[src/rtl/cpu_pkg.sv]
`default_nettype none
// ============================================================================
// Module      : cpu_pkg
// Description : Shared encodings for the control unit: opcodes, FSM states,
//               ALU operations and instruction-register field positions.
// Revision    : 1.0 - initial release
// ============================================================================
package cpu_pkg;

  typedef enum logic [3:0] {
    OP_NOP  = 4'h0,
    OP_ADD  = 4'h1,
    OP_SUB  = 4'h2,
    OP_AND  = 4'h3,
    OP_OR   = 4'h4,
    OP_XOR  = 4'h5,
    OP_ADDI = 4'h6,
    OP_LDI  = 4'h7,
    OP_LD   = 4'h8,
    OP_ST   = 4'h9,
    OP_BEQ  = 4'hA,
    OP_JMP  = 4'hB,
    OP_HALT = 4'hF
  } opcode_e;

  typedef enum logic [2:0] {
    S_FETCH     = 3'd0,
    S_DECODE    = 3'd1,
    S_EXECUTE   = 3'd2,
    S_MEM       = 3'd3,
    S_WRITEBACK = 3'd4,
    S_HALT      = 3'd5
  } state_e;

  typedef enum logic [2:0] {
    ALU_ADD    = 3'd0,
    ALU_SUB    = 3'd1,
    ALU_AND    = 3'd2,
    ALU_OR     = 3'd3,
    ALU_XOR    = 3'd4,
    ALU_PASS_B = 3'd5
  } alu_op_e;

  localparam int c_IR_W   = 24;
  localparam int c_OP_HI  = 23;
  localparam int c_OP_LO  = 20;
  localparam int c_RD_HI  = 19;
  localparam int c_RD_LO  = 16;
  localparam int c_RS1_HI = 15;
  localparam int c_RS1_LO = 12;
  localparam int c_RS2_HI = 11;
  localparam int c_RS2_LO = 8;
  localparam int c_OFF_HI = 7;
  localparam int c_OFF_LO = 0;

endpackage
`default_nettype wire

[src/rtl/instr_decoder.sv]
`default_nettype none
// ============================================================================
// Module      : instr_decoder
// Description : Pure combinational opcode-to-control decode for control_unit.
// Revision    : 1.0 - initial release
// ============================================================================
module instr_decoder
  import cpu_pkg::*;
(
  input  logic [3:0] opcode,
  output logic [2:0] alu_op,
  output logic       alu_src_imm,
  output logic       wb_alu,
  output logic       is_ld,
  output logic       is_st,
  output logic       is_beq,
  output logic       is_jmp,
  output logic       is_halt,
  output logic       is_illegal
);

  always_comb begin
    alu_op      = ALU_ADD;
    alu_src_imm = 1'b0;
    wb_alu      = 1'b0;
    is_ld       = 1'b0;
    is_st       = 1'b0;
    is_beq      = 1'b0;
    is_jmp      = 1'b0;
    is_halt     = 1'b0;
    is_illegal  = 1'b0;
    case (opcode)
      OP_NOP:  ;
      OP_ADD:  wb_alu = 1'b1;
      OP_SUB:  begin alu_op = ALU_SUB; wb_alu = 1'b1; end
      OP_AND:  begin alu_op = ALU_AND; wb_alu = 1'b1; end
      OP_OR:   begin alu_op = ALU_OR;  wb_alu = 1'b1; end
      OP_XOR:  begin alu_op = ALU_XOR; wb_alu = 1'b1; end
      OP_ADDI: begin alu_src_imm = 1'b1; wb_alu = 1'b1; end
      OP_LDI:  begin alu_op = ALU_PASS_B; alu_src_imm = 1'b1; wb_alu = 1'b1; end
      // Loads and stores form their address as rs1 + imm on the ALU.
      OP_LD:   begin alu_src_imm = 1'b1; is_ld = 1'b1; end
      OP_ST:   begin alu_src_imm = 1'b1; is_st = 1'b1; end
      OP_BEQ:  begin alu_op = ALU_SUB; is_beq = 1'b1; end
      OP_JMP:  is_jmp = 1'b1;
      OP_HALT: is_halt = 1'b1;
      default: is_illegal = 1'b1;
    endcase
  end

endmodule
`default_nettype wire

[src/rtl/control_unit.sv]
`default_nettype none
// ============================================================================
// Module      : control_unit
// Description : Multi-cycle CPU control: holds the instruction register and
//               the FETCH/DECODE/EXECUTE/MEM/WRITEBACK/HALT sequencer.
// Revision    : 1.0 - initial release
// ============================================================================
module control_unit
  import cpu_pkg::*;
#(
  parameter int DATA_W = 16,
  parameter int PC_W   = 8
) (
  input  logic              clk,
  input  logic              reset,
  input  logic [23:0]       instr,
  input  logic              zero,
  output logic              pc_en,
  output logic              pc_load,
  output logic [7:0]        pc_offset,
  output logic [3:0]        rd,
  output logic [3:0]        rs1,
  output logic [3:0]        rs2,
  output logic [DATA_W-1:0] imm,
  output logic [2:0]        alu_op,
  output logic              alu_src_imm,
  output logic              reg_we,
  output logic              mem_re,
  output logic              mem_we,
  output logic              wb_sel,
  output logic [2:0]        state,
  output logic              halted,
  output logic              illegal
);

  state_e              r_state;
  state_e              w_next;
  logic [c_IR_W-1:0]   r_ir;
  logic                r_halted;
  logic                r_illegal;

  logic w_wb_alu, w_is_ld, w_is_st, w_is_beq, w_is_jmp, w_is_halt, w_is_illegal;

  // The PC counter lives outside; a degenerate width has nothing to drive.
  if (PC_W < 1) begin : g_pc_w_invalid
  end

  instr_decoder u_dec (
    .opcode      (r_ir[c_OP_HI:c_OP_LO]),
    .alu_op      (alu_op),
    .alu_src_imm (alu_src_imm),
    .wb_alu      (w_wb_alu),
    .is_ld       (w_is_ld),
    .is_st       (w_is_st),
    .is_beq      (w_is_beq),
    .is_jmp      (w_is_jmp),
    .is_halt     (w_is_halt),
    .is_illegal  (w_is_illegal)
  );

  always_ff @(posedge clk or posedge reset) begin
    if (reset) r_state <= S_FETCH;
    else       r_state <= w_next;
  end

  always_ff @(posedge clk or posedge reset) begin
    if (reset) begin
      r_ir      <= '0;
      r_halted  <= 1'b0;
      r_illegal <= 1'b0;
    end else begin
      if (r_state == S_FETCH) r_ir <= instr;
      if (r_state == S_DECODE && w_is_illegal) r_illegal <= 1'b1;
      if (w_next == S_HALT) r_halted <= 1'b1;
    end
  end

  always_comb begin
    w_next  = r_state;
    pc_en   = 1'b0;
    pc_load = 1'b0;
    reg_we  = 1'b0;
    mem_re  = 1'b0;
    mem_we  = 1'b0;
    case (r_state)
      S_FETCH:  w_next = S_DECODE;
      S_DECODE: w_next = (w_is_halt || w_is_illegal) ? S_HALT : S_EXECUTE;
      S_EXECUTE: begin
        if (w_wb_alu) begin
          w_next = S_WRITEBACK;
        end else if (w_is_ld || w_is_st) begin
          w_next = S_MEM;
        end else begin
          // NOP, BEQ and JMP retire here.
          w_next  = S_FETCH;
          pc_en   = 1'b1;
          pc_load = w_is_jmp | (w_is_beq & zero);
        end
      end
      S_MEM: begin
        if (w_is_ld) begin
          mem_re = 1'b1;
          w_next = S_WRITEBACK;
        end else begin
          mem_we = 1'b1;
          pc_en  = 1'b1;
          w_next = S_FETCH;
        end
      end
      S_WRITEBACK: begin
        reg_we = 1'b1;
        pc_en  = 1'b1;
        w_next = S_FETCH;
      end
      S_HALT:  w_next = S_HALT;
      default: w_next = S_FETCH;
    endcase
  end

  assign pc_offset = r_ir[c_OFF_HI:c_OFF_LO];
  assign rd        = r_ir[c_RD_HI:c_RD_LO];
  assign rs1       = r_ir[c_RS1_HI:c_RS1_LO];
  assign rs2       = r_ir[c_RS2_HI:c_RS2_LO];
  assign imm       = {{(DATA_W-8){r_ir[c_OFF_HI]}}, r_ir[c_OFF_HI:c_OFF_LO]};
  assign wb_sel    = w_is_ld;
  assign state     = r_state;
  assign halted    = r_halted;
  assign illegal   = r_illegal;

endmodule
`default_nettype wire

[config.mk]
export PLATFORM = sky130hd
export DESIGN_NAME = control_unit
export DESIGN_NICKNAME = d
export VERILOG_FILES = /design/src/rtl/cpu_pkg.sv /design/src/rtl/instr_decoder.sv /design/src/rtl/control_unit.sv
export SDC_FILE = /design/constraint.sdc
export NUM_CORES = 1
export LEC_CHECK = 0
export CORE_MARGIN = 8
export CORE_UTILIZATION = 36
export DETAILED_ROUTE_END_ITERATION = 6
export GPL_ROUTABILITY_DRIVEN = 0
export PLACE_DENSITY = 0.86
export REMOVE_ABC_BUFFERS = 1
export SETUP_SLACK_MARGIN = 0.3
export SYNTH_ARGS = -nofsm -noshare
export SYNTH_HDL_FRONTEND = slang
export SYNTH_SLANG_ARGS = --single-unit
[constraint.sdc]
create_clock -name clk -period 1.6 [get_ports clk]
set_input_delay 0.32 -clock clk [delete_from_list [all_inputs] [get_ports clk]]
set_output_delay 0.32 -clock clk [all_outputs]
set_load 0.02 [all_outputs]
==> out/qor.txt <==
Final Cycle Share - 122%
Reg2reg setup slack - -0.23 ns
CTS max path bufs - 2
Slowest cell on the critical path - or4b_4
CTS tree - yes
R2R Path End - r_ir[0]
Largest family of logic cells by synthesized area - buffers and inverters
DR iter-0 viols - 35
Vias in the first global route - 1,371
Area of the mapped netlist - 1610 µm²
Path depth of the worst reg2reg path - 8
Grt total ovfl - 0
Final WS setup - -0.346 ns
Largest net degree at the start of global routing - 30
Reg clk slew, reported paths - 0.06 ns
Synth Area in XOR/XNOR - 0%
Hold Fails Final Rpt - 0
Clk pwr share - 10.5%
Die Span X - 82.8 µm
DRC viols - 0
Simple-Gate Fraction of Synth Area - 11.0%
Worst Tran Pin Value - 0.369 ns
Final setup viols - 34
Crit path required time - 1.28 ns
Layout cells sized above 1 - 63.0%
Leakage power - 1.24 nW
Dpl hpwl - 2870 µm
CTS sink cnt - 29
Hold WC Path Type - input port to async pin
Initial DRT Pass Iterations - 4
Power density over the cells - 2430 nW/µm²
Post-Layout Inst Area - 2580 µm²
Status - finished, violations left
Die Footprint - 6860 µm²
Total CTS buffers - 5
# IOs - 78
Switch share - 41.1%
Area growth from synthesis to layout - 60.6%
Worst r2r src - state[0]
Ant diodes - 0
Min Tclk post-route - 1.95 ns
WL final - 4420 µm
Max incr delay on CP - 0.51 ns
Rows - 24
Quantity of hold-fixing buffers added after cts - 0
Power share of the sequential group - 22.0%
Max Cap Violations - 0
RSZ-0062 raised after global routing - yes
Post-synth top area share - 45.1%
Cell internal pwr - 3.69 mW
Mux cell area share after synthesis - 17.4%
Initial Util - 37.2%
Peak supply drop - 1.32 mV
Most frequent cells in the layout - dfrtp_1 (27), clkdlybuf4s50_1 (26), buf_4 (26)
Placed insts - 246
Final slew viol count - 0
Non-filler cells, final - 271
Worst-Skew Late Latency - 0.27 ns
#FFs+latches synth - 29
Synth Area in Compound Gates - 5.53%
Post-DR vias/cell - 4.63
Die height - 82.8 µm
Final Skew - 0.00194 ns
DR WL/cell - 16.3 µm
Synth top area cells - dfrtp_1 (45%), buf_4 (17%), mux2_2 (16%)
Port buffer count - 77
Core area - 4320 µm²
Nets@finish - 245
Maximum fanout along the worst path - 2
Post-synth EDFFs - 0
Synth Area per Inst - 11.2 µm²
Antenna Nets Post-Route - 0
Clock root buffer - clkbuf_8
Area leader, netlist - dfrtp_1
Synthesized netlist cell count - 143
Commonest non-fill, non-tap cell in the layout - dfrtp_1
Post-Synth Adder-Cell Area - 0%
Critical path, cell by cell - or4b_4 > o31a_1 > a31o_1 > buf_6
Max transition margin - 75.4%
Combinational share of power - 67.5%
Top_reg_cell synth - dfrtp_1
Violations in the final reports - negative setup slack
Total number of vias - 1,256
Switching power total - 2.57 mW
DP Area - 2250 µm²
Seq/Total Area, Yosys - 45.1%
Setup CP Type - flip-flop to output pin
H-tree depth - 2
Post-synth ARST share - 100%
Crit path DAT - 1.63 ns
Final core occ - 59.7%
Synth unique cells - 31
Total GRT Usage - 12.1%
DP Worst Slack - -0.497 ns
First-pass GRT wire length - 6930 µm
CP Capture Type - output pin
YS warnings - 0
Crit path launch type - flip-flop
Initial antenna violation count - 0
Fmax - 0.514 GHz
-- layout make-up --
cell class / instances / area [µm²]
inverter: 2 / 7.51
tap: 52 / 65.1
sequential: 29 / 728
clock buffer: 7 / 96.3
timing repair buffer: 112 / 958
fill: 359 / 1740
multi-input combinational: 68 / 722
clock inverter: 1 / 5.00
-- worst max-delay path, delay by kind of cell (launching register included) --
kind	cells	cell delay, ns
and+or+nand+nor	1	0.51
AOI/OAI and AO/OA	2	0.31
DFF	1	0.40
buffers and inverters	1	0.13
-- state kept, by name, summed over array words and instances, names as in the netlist --
name / cells
halted: 1
illegal: 1
r_ir: 24
state: 3
-- how the worst max path moves through the flow --
stage | endpoint | from | slack (ns) | depth (start not counted)
2_1_floorplan | pc_load | state[1] | -0.35 | 3
3_3_place_gp | pc_en | r_ir[21] | -0.48 | 4
3_5_place_dp | pc_en | r_ir[21] | -0.50 | 4
4_1_cts | pc_en | state[0] | -0.34 | 4
5_1_grt | pc_en | r_ir[22] | -0.41 | 4
6_report | pc_en | r_ir[22] | -0.35 | 4
-- cells by family after synthesis --
family	Yosys count
buffers and inverters	46
AO/OA/AOI/OAI	13
flip-flops	29
AND/OR/NAND/NOR	30
multiplexers	25
-- synth_stat cells (all sizes together) (2+ instances only) --
master	n
a21oi	3
a31o	2
buf	42
clkbuf	2
dfrtp	29
inv	2
mux2	24
nand2	5
nand2b	4
nor2	8
nor2b	3
nor3	3
o21ai	3
-- through the flow --
stage	hold slack [ns]	power, mW	setup TNS (ns)
finish	0.406	6.27	-6.07
global route	0.455	6.65	-8.20
CTS	0.418	6.09	-2.06
detailed placement	0.455	4.96	-3.44
global placement	0.453	4.88	-3.21
floorplan	0.398	3.12	-6.87
-- routing by layer --
layer  track usage (%)  part of all wire, %  up-vias
met5                 0                    0        -
met4              4.31                  1.3        0
met3              6.54                  9.4        7
met2              19.2                   50       51
met1              13.5                   39      603
li1                  -                    -      595
-- power groups by stage --
stage,clock [mW],combinational (mW),sequential [mW]
after global placement,0,3.55,1.33
after detailed placement,0,3.60,1.35
after floorplan,0,1.02,2.09
after global routing,0.725,4.50,1.43
after CTS,0.680,4.05,1.37
final,0.657,4.23,1.38
-- what timing repair did --
action | in CTS | in global routing
gates cloned | 2 | 0
gates resized for setup | 226 | 40
setup endpoints to repair | 77 | 66
hold endpoints to repair | 0 | 0
pin swaps | 10 | 2
setup buffers | 8 | 7
No activity file was read; power rests on OpenSTA's default activity.
